File: src/rtl/adma_dm_src_axis.sv
// Source-side AXI-Stream datamover: descriptor FIFO, beat counter, registered output stage.
// Optional macro ADMA_SRC_TKEEP_CHK_EN flags partial TKEEP/TSTRB beats as transaction errors.
module adma_dm_src_axis #(
  parameter int DMA_CHN_NUM      = 4,
  parameter int MST_ID_W         = 5,
  parameter int ATX_LEN_W        = 8,
  parameter int SRC_TDEST_W      = 2,
  parameter int ATX_SRC_DATA_W   = 256,
  parameter int ATX_SRC_BYTE_AMT = ATX_SRC_DATA_W / 8,
  parameter int ATX_NUM_OSTD     = DMA_CHN_NUM,
  localparam int DMA_CHN_NUM_W   = (DMA_CHN_NUM > 1) ? $clog2(DMA_CHN_NUM) : 1
) (
  input  logic                        aclk,
  input  logic                        aresetn,
  input  logic [DMA_CHN_NUM_W-1:0]    atx_chn_id,
  input  logic [ATX_LEN_W-1:0]        atx_tlen,
  input  logic                        atx_vld,
  output logic                        atx_rdy,
  output logic [ATX_SRC_DATA_W-1:0]   atx_rdata,
  output logic                        atx_rdata_vld,
  input  logic                        atx_rdata_rdy,
  output logic [DMA_CHN_NUM-1:0]      atx_done,
  output logic [DMA_CHN_NUM-1:0]      atx_src_err,
  input  logic [MST_ID_W-1:0]         s_tid_i,
  input  logic [SRC_TDEST_W-1:0]      s_tdest_i,
  input  logic [ATX_SRC_DATA_W-1:0]   s_tdata_i,
  input  logic [ATX_SRC_BYTE_AMT-1:0] s_tkeep_i,
  input  logic [ATX_SRC_BYTE_AMT-1:0] s_tstrb_i,
  input  logic                        s_tlast_i,
  input  logic                        s_tvalid_i,
  output logic                        s_tready_o
);

  localparam int PTR_W = (ATX_NUM_OSTD > 1) ? $clog2(ATX_NUM_OSTD) : 1;
  localparam int CNT_W = $clog2(ATX_NUM_OSTD + 1);
  localparam int ENT_W = DMA_CHN_NUM_W + ATX_LEN_W;

  logic [ENT_W-1:0]          fifo_q [ATX_NUM_OSTD];
  logic [PTR_W-1:0]          wr_ptr_q, wr_ptr_d;
  logic [PTR_W-1:0]          rd_ptr_q, rd_ptr_d;
  logic [CNT_W-1:0]          fill_q, fill_d;
  logic [ATX_LEN_W-1:0]      cnt_q, cnt_d;
  logic                      err_acc_q, err_acc_d;
  logic [ATX_SRC_DATA_W-1:0] rdata_q, rdata_d;
  logic                      rdata_vld_q, rdata_vld_d;
  logic [DMA_CHN_NUM-1:0]    done_q, done_d;
  logic [DMA_CHN_NUM-1:0]    src_err_q, src_err_d;

  logic                      cur_vld_s;
  logic                      full_s;
  logic [DMA_CHN_NUM_W-1:0]  cur_chn_s;
  logic [ATX_LEN_W-1:0]      cur_tlen_s;
  logic                      push_s;
  logic                      pop_s;
  logic                      hs_s;
  logic                      cnt_eq_s;
  logic                      close_s;
  logic                      beat_err_s;
  logic                      close_err_s;
  logic                      unused_s;

  function automatic logic [PTR_W-1:0] ptr_inc(input logic [PTR_W-1:0] ptr);
    if (ptr == PTR_W'(ATX_NUM_OSTD - 1)) begin
      return '0;
    end else begin
      return ptr + PTR_W'(1);
    end
  endfunction

  assign cur_vld_s  = (fill_q != '0);
  assign full_s     = (fill_q == CNT_W'(ATX_NUM_OSTD));
  assign {cur_chn_s, cur_tlen_s} = fifo_q[rd_ptr_q];

  assign s_tready_o = cur_vld_s & (~rdata_vld_q | atx_rdata_rdy);
  assign hs_s       = s_tvalid_i & s_tready_o;
  assign cnt_eq_s   = (cnt_q == cur_tlen_s);
  assign close_s    = hs_s & (cnt_eq_s | s_tlast_i);
  assign pop_s      = close_s;

  // A closing beat frees the head slot, so a full FIFO may still take a descriptor that cycle.
  assign atx_rdy    = ~full_s | pop_s;
  assign push_s     = atx_vld & atx_rdy;

`ifdef ADMA_SRC_TKEEP_CHK_EN
  assign beat_err_s = hs_s & (~(&s_tkeep_i) | ~(&s_tstrb_i));
  assign unused_s   = ^{s_tid_i, s_tdest_i};
`else
  assign beat_err_s = 1'b0;
  assign unused_s   = ^{s_tid_i, s_tdest_i, s_tkeep_i, s_tstrb_i};
`endif

  // TLAST must coincide exactly with the last expected beat; either mismatch is an error.
  assign close_err_s = (s_tlast_i ^ cnt_eq_s) | beat_err_s;

  always_comb begin
    wr_ptr_d    = wr_ptr_q;
    rd_ptr_d    = rd_ptr_q;
    fill_d      = fill_q;
    cnt_d       = cnt_q;
    err_acc_d   = err_acc_q;
    rdata_d     = rdata_q;
    rdata_vld_d = rdata_vld_q;
    done_d      = '0;
    src_err_d   = '0;

    if (push_s) begin
      wr_ptr_d = ptr_inc(wr_ptr_q);
    end else begin
      wr_ptr_d = wr_ptr_q;
    end
    if (pop_s) begin
      rd_ptr_d = ptr_inc(rd_ptr_q);
    end else begin
      rd_ptr_d = rd_ptr_q;
    end
    case ({push_s, pop_s})
      2'b10:   fill_d = fill_q + CNT_W'(1);
      2'b01:   fill_d = fill_q - CNT_W'(1);
      default: fill_d = fill_q;
    endcase

    if (close_s) begin
      cnt_d     = '0;
      err_acc_d = 1'b0;
      done_d[cur_chn_s]    = 1'b1;
      src_err_d[cur_chn_s] = err_acc_q | close_err_s;
    end else if (hs_s) begin
      cnt_d     = cnt_q + ATX_LEN_W'(1);
      err_acc_d = err_acc_q | beat_err_s;
    end else begin
      cnt_d     = cnt_q;
      err_acc_d = err_acc_q;
    end

    if (hs_s) begin
      rdata_d     = s_tdata_i;
      rdata_vld_d = 1'b1;
    end else if (atx_rdata_rdy) begin
      rdata_vld_d = 1'b0;
    end else begin
      rdata_vld_d = rdata_vld_q;
    end
  end

  always_ff @(posedge aclk or negedge aresetn) begin
    if (!aresetn) begin
      for (int i = 0; i < ATX_NUM_OSTD; i++) begin
        fifo_q[i] <= '0;
      end
    end else if (push_s) begin
      fifo_q[wr_ptr_q] <= {atx_chn_id, atx_tlen};
    end else begin
      fifo_q[wr_ptr_q] <= fifo_q[wr_ptr_q];
    end
  end

  always_ff @(posedge aclk or negedge aresetn) begin
    if (!aresetn) begin
      wr_ptr_q    <= '0;
      rd_ptr_q    <= '0;
      fill_q      <= '0;
      cnt_q       <= '0;
      err_acc_q   <= 1'b0;
      rdata_q     <= '0;
      rdata_vld_q <= 1'b0;
      done_q      <= '0;
      src_err_q   <= '0;
    end else begin
      wr_ptr_q    <= wr_ptr_d;
      rd_ptr_q    <= rd_ptr_d;
      fill_q      <= fill_d;
      cnt_q       <= cnt_d;
      err_acc_q   <= err_acc_d;
      rdata_q     <= rdata_d;
      rdata_vld_q <= rdata_vld_d;
      done_q      <= done_d;
      src_err_q   <= src_err_d;
    end
  end

  assign atx_rdata     = rdata_q;
  assign atx_rdata_vld = rdata_vld_q;
  assign atx_done      = done_q;
  assign atx_src_err   = src_err_q;

endmodule

File: config.mk
export PLATFORM = sky130hd
export DESIGN_NAME = adma_dm_src_axis
export DESIGN_NICKNAME = d
export VERILOG_FILES = /design/src/rtl/adma_dm_src_axis.sv
export SDC_FILE = /design/constraint.sdc
export NUM_CORES = 1
export LEC_CHECK = 0
export CAP_MARGIN = 10
export CORE_AREA = 5 5 237 239
export CTS_CLUSTER_SIZE = 8
export DETAILED_ROUTE_END_ITERATION = 8
export DIE_AREA = 0 0 242 244
export SLEW_MARGIN = 25
export SYNTH_ARGS = -nofsm -noshare
export SYNTH_HDL_FRONTEND = slang
export SYNTH_SLANG_ARGS = --single-unit
File: constraint.sdc
create_clock -name aclk -period 3.5 [get_ports aclk]
set_input_delay 0.875 -clock aclk [delete_from_list [all_inputs] [get_ports aclk]]
set_output_delay 0.875 -clock aclk [all_outputs]
set_load 0.05 [all_outputs]
-- Word level (Yosys, flattened, before mapping)
Index checks and enable logic that the tools add are counted.
- bits in registers: 320
- output and inout bits: 267
- word-level logic and storage cells: 69
- add/sub/neg operators: 5
- $lt $le $gt $ge: 5
- eq/ne operators: 6
- muxes and demuxes: 22
- bitwise gates (word level): 13
- reductions and logical operators: 6
- operators with widths (kind ; count):
    $bwmux 40 ; 2
    $mux 10 ; 5
    $bmux 10 s2 ; 2
    $mux 40 ; 1
    $demux 10 s2 ; 1
    $mux 8 ; 2
    $add 8x1->8 const B ; 1
    $eq 8x8->1 ; 1
    $mux 4 ; 2
    $eq 2x2->1 const B ; 3
    $ge 3x3->1 const B ; 2
    $not 2->3 ; 2
    $pmux 3 s2 ; 1
    $reduce_bool 2->1 ; 3
    $add 2x1->2 const B ; 2
    $and 1x1->1 ; 4
    $and 4x4->4 ; 1
    $mux 2 ; 2
    $add 3x1->3 const B ; 1
    $eq 3x3->1 const B ; 1
    $lt 2x3->1 const B ; 1
    $lt 3x1->1 const B ; 1
    $mux 1 ; 3
    $or 1x1->1 ; 3
    other kinds (8) ; 10

-- Depth between registers and ports, before layout
- word-level depth: 11
- gate-level depth with buffers: 16
- depth with buffers taken out: 14

-- Worst setup path after synthesis
Ideal clock, no wire load.
- kind: reg-to-output
- start: register rd_ptr_q[0]
- end: output port atx_rdy
- arrival time: 2.621 ns
- data required time: 2.625 ns
- path slack: 0.004 ns
- cell stages (with the launch flop): 11
- buffers on the path: 3
- cells stage by stage: dfrtp_1 -> buf_6 -> mux4_2 -> xor2_1 -> nor4_1 -> nand2_1 -> ha_1 -> buf_2 -> o311a_1 -> inv_1 -> buf_2
- longest elaborated chain between the ends: 8
- ends and longest elaborated chain (what ; RTL line ; text):
    start: declaration ; 40 ; logic [PTR_W-1:0] rd_ptr_q, rd_ptr_d;
    start signal: assignment ; 170 ; rd_ptr_q <= rd_ptr_d;
    $not 2->3 (not written as such) ; 72 ; assign {cur_chn_s, cur_tlen_s} = fifo_q[rd_ptr_q];
    $bmux 10 s2 ; 72 ;
    $mux 10 (not written as such) (2 in series) ; 72 ;
    $eq 8x8->1 ; 76 ; assign cnt_eq_s = (cnt_q == cur_tlen_s);
    $or 1x1->1 ; 77 ; assign close_s = hs_s & (cnt_eq_s | s_tlast_i);
    $and 1x1->1 ; 77 ;
    $or 1x1->1 ; 81 ; assign atx_rdy = ~full_s | pop_s;
    end: declaration ; 18 ; output logic atx_rdy,
Every way passes these cells. The select of a mux whose other input is x is not followed.

-- Worst setup path in the final report
Same ends and word-level chain as after synthesis.

==> results.toml <==
[cts]
ctsLongestPathBuffers = 3
path_clk_slew_ns = 0.05
numCtsBuffers = 46
cts_max_level = 2
clk_latency_ns = 0.56
cts_root_buffer = "clkbuf_16"
cts_sinks = 320
ctsHoldBuffers = 0
tritoncts = "yes"

[logic_synthesis]
synth_nets = 1730
syn_avg_cell_area_um2 = 9.45
ys_seq_elements = 320
synth_cells = 1378
syn_area_um2 = 13000
ys_seq_area_share_pct = 61.5
synthDistinctLibCells = 38
ys_warn_count = 0

[sta]
rsz0062_at_grt = "yes"
timing.fmax_mhz = 261
period_needed_ns = 3.83
clock_skew_ns = 0.0234
worstMarginPinSlew_ns = 0.827
setup_tns_ns = -0.335
max_slew_margin_pct = 44.9
timing.final.crit_share_pct = 110
setup_violations = 1
holdWs_ns = 0.322
layout_setup_ws_ns = -0.335
hold_viol_final = 0
report.final.slew_viol_count = 0

[status]
status = "finished, violations left"
violations = "negative setup slack"

[route]
firstDrtPassIters = 4
final_antenna_net_count = 0
vias = 11161
drc = 0
wl_per_cell_um = 16.5
wl_mm = 43.3
drt_iter0_drc = 549
post_drt_via_cell_ratio = 4.25

[worst_setup_path]
critPathKind = "register to output pin"
critPathCaptureType = "output pin"
r2r-end = "fill_q[2]"
crit_required_ns = 2.62
reg2reg_depth = 16
rrSetupSlack_ns = 0.12
timing.rr.start = "rd_ptr_q[0]"
start_kind = "register"
cp.arrival_ns = 2.96
critPathMaxFanout = 4

[global_routing]
antenna_found_initial = 4
grt_pass1_wl_mm = 67.5
overflow = 0
grt_busiest_layer = "met2"
first_global_vias = 11457
grt_max_degree = 124
track_usage_pct = 14.0
use_met2_pct = 23.5
met3_usage_pct = 4.80
met1_usage_pct = 17.0

[final_layout]
area_growth_pct = 56.9
fin_cells = 2626
nNetsFinal = 2275
drive_gt1_share_pct = 6.38

[placed_design]
placed_cells = 2571
gp_congestion = 0.799
place_hpwl_mm = 31.8
io_buffers = 538

[die]
ioPinCount = 610
fp.dieW_um = 242
fp.dieArea_um2 = 59000
start_util_pct = 24.3
rows = 85
fp.coreArea_um2 = 53600
die_h_um = 244

[worst_hold_path]
hold_class = "primary input to async pin"

[power_and_ir_drop]
power_density_nw_per_um2 = 1120
vdd_ir_drop_max_uv = 491
power_leakage_nw = 9.57

[run]
max-cap-violations = 0
-- layout by cell type (no fill, tap or decap), types with 3 or more instances in the layout --
master           synthesis  layout
nand2_1                778     777
clkdlybuf4s50_1          0     535
dfrtp_1                320     320
nor2_1                  52      52
clkbuf_16                0      47
a31oi_1                 40      40
buf_4                    3      24
mux4_2                  15      18
o21ai_0                 19      18
nand3_1                 14      14
xor2_1                  10      10
buf_12                   0      10
inv_1                   10       8
ha_1                     8       6
mux2_2                   4       4
diode_2                  0       3
nand2b_1                 3       3
o31ai_1                  3       3
-- Yosys cell counts (all sizes together) --
cell,instances,share of area [%]
nand2,778,22
dfrtp,320,61
nor2,52,1.5
a31oi,40,1.9
buf,40,2.9
clkbuf,35,1.0
mux4,20,3.6
o21ai,20,0.77
nand3,14,0.54
inv,10,0.29
xor2,10,0.67
ha,8,0.77
mux2,4,0.35
nand2b,3,0.14
nor4,3,0.26
o31ai,3,0.17
and2,2,0.096
nand4,2,0.096
nor3,2,0.20
a21oi,1,0.038
a41oi,1,0.067
and2b,1,0.077
and3,1,0.048
and4,1,0.067
fa,1,0.15
nor2b,1,0.048
o21a,1,0.058
o311a,1,0.077
o41ai,1,0.067
or3,1,0.048
xnor2,1,0.067
-- routing by layer --
metal  share of wire [%]  vias up
li1                    -     5397
met1                  41     5290
met2                  48      391
met3                 7.6       81
met4                 3.3        2
met5               0.016        -
-- per-stage QoR --
stage          utilization [%]  cell area (um2)  total power [mW]  setup WS (ns)
2_1_floorplan                -            13000              14.4        0.00406
3_3_place_gp              35.8            19200              18.8         0.0263
3_5_place_dp              35.8            19200              19.0         0.0376
4_1_cts                   38.1            20400              23.1         -0.427
5_1_grt                   38.1            20400              24.1         -0.496
6_report                  38.1            20400              22.8         -0.335
-- layout make-up --
| cell class | instances | area [um2] |
|---|---|---|
| Fill cell | 5275 | 33200 |
| Sequential cell | 320 | 8010 |
| Timing Repair Buffer | 572 | 5770 |
| Multi-Input combinational cell | 973 | 4490 |
| Clock buffer | 48 | 1180 |
| Tap cell | 696 | 871 |
| Clock inverter | 4 | 67.6 |
| Inverter | 10 | 37.5 |
| Antenna cell | 3 | 7.51 |
-- how the worst max path moves through the flow --
stage / from / end / slack [ns] / cells past startpoint
floorplan: rd_ptr_q[0] / atx_rdy / 0.004 / 10
global placement: rd_ptr_q[0] / atx_rdy / 0.03 / 10
detailed placement: rd_ptr_q[0] / atx_rdy / 0.04 / 10
CTS: rd_ptr_q[0] / atx_rdy / -0.43 / 9
global route: rd_ptr_q[0] / atx_rdy / -0.50 / 9
finish: rd_ptr_q[0] / atx_rdy / -0.33 / 9
-- sequential cells by signal, indices dropped and copies added (netlist names) --
| register | cells |
|---|---|
| atx_rdata | 256 |
| fifo_q | 40 |
| cnt_q | 8 |
| atx_done | 4 |
| atx_src_err | 4 |
| fill_q | 3 |
| rd_ptr_q | 2 |
| wr_ptr_q | 2 |
| atx_rdata_vld | 1 |
-- kinds of logic after synthesis --
logic type / count (synthesis) / synth area share, %
buffers and inverters: 85 / 4.23
xor gates and xnor gates: 11 / 0.739
AOI/OAI and AO/OA: 68 / 3.17
and+or+nand+nor: 861 / 25.5
muxes: 24 / 3.95
adders and majority gates: 9 / 0.922
DFF: 320 / 61.5
-- what timing repair did --
item                                   4_1_cts  5_1_grt
setup endpoints to repair                    1        3
setup buffers                                1        2
endpoints found under the hold margin        0        0
resized for setup                            7        8
pin swaps                                    4        9
-- critical path, stage by stage, from the launching register on --
cell     delay (ns)
dfrtp_1        0.38
buf_6          0.14
mux4_2         0.50
xor2_1         0.17
nor4_2         0.30
nand2_1        0.10
ha_2           0.19
o311a_1        0.31
inv_2          0.15
buf_12         0.15
-- power breakdown --
group	switching, mW	internal [mW]	total, mW
Combinational	8.27	4.10	12.4
Clock	1.56	2.43	3.99
Sequential	1.06	5.42	6.48
Note: power is estimated with default switching activity, not from simulation.
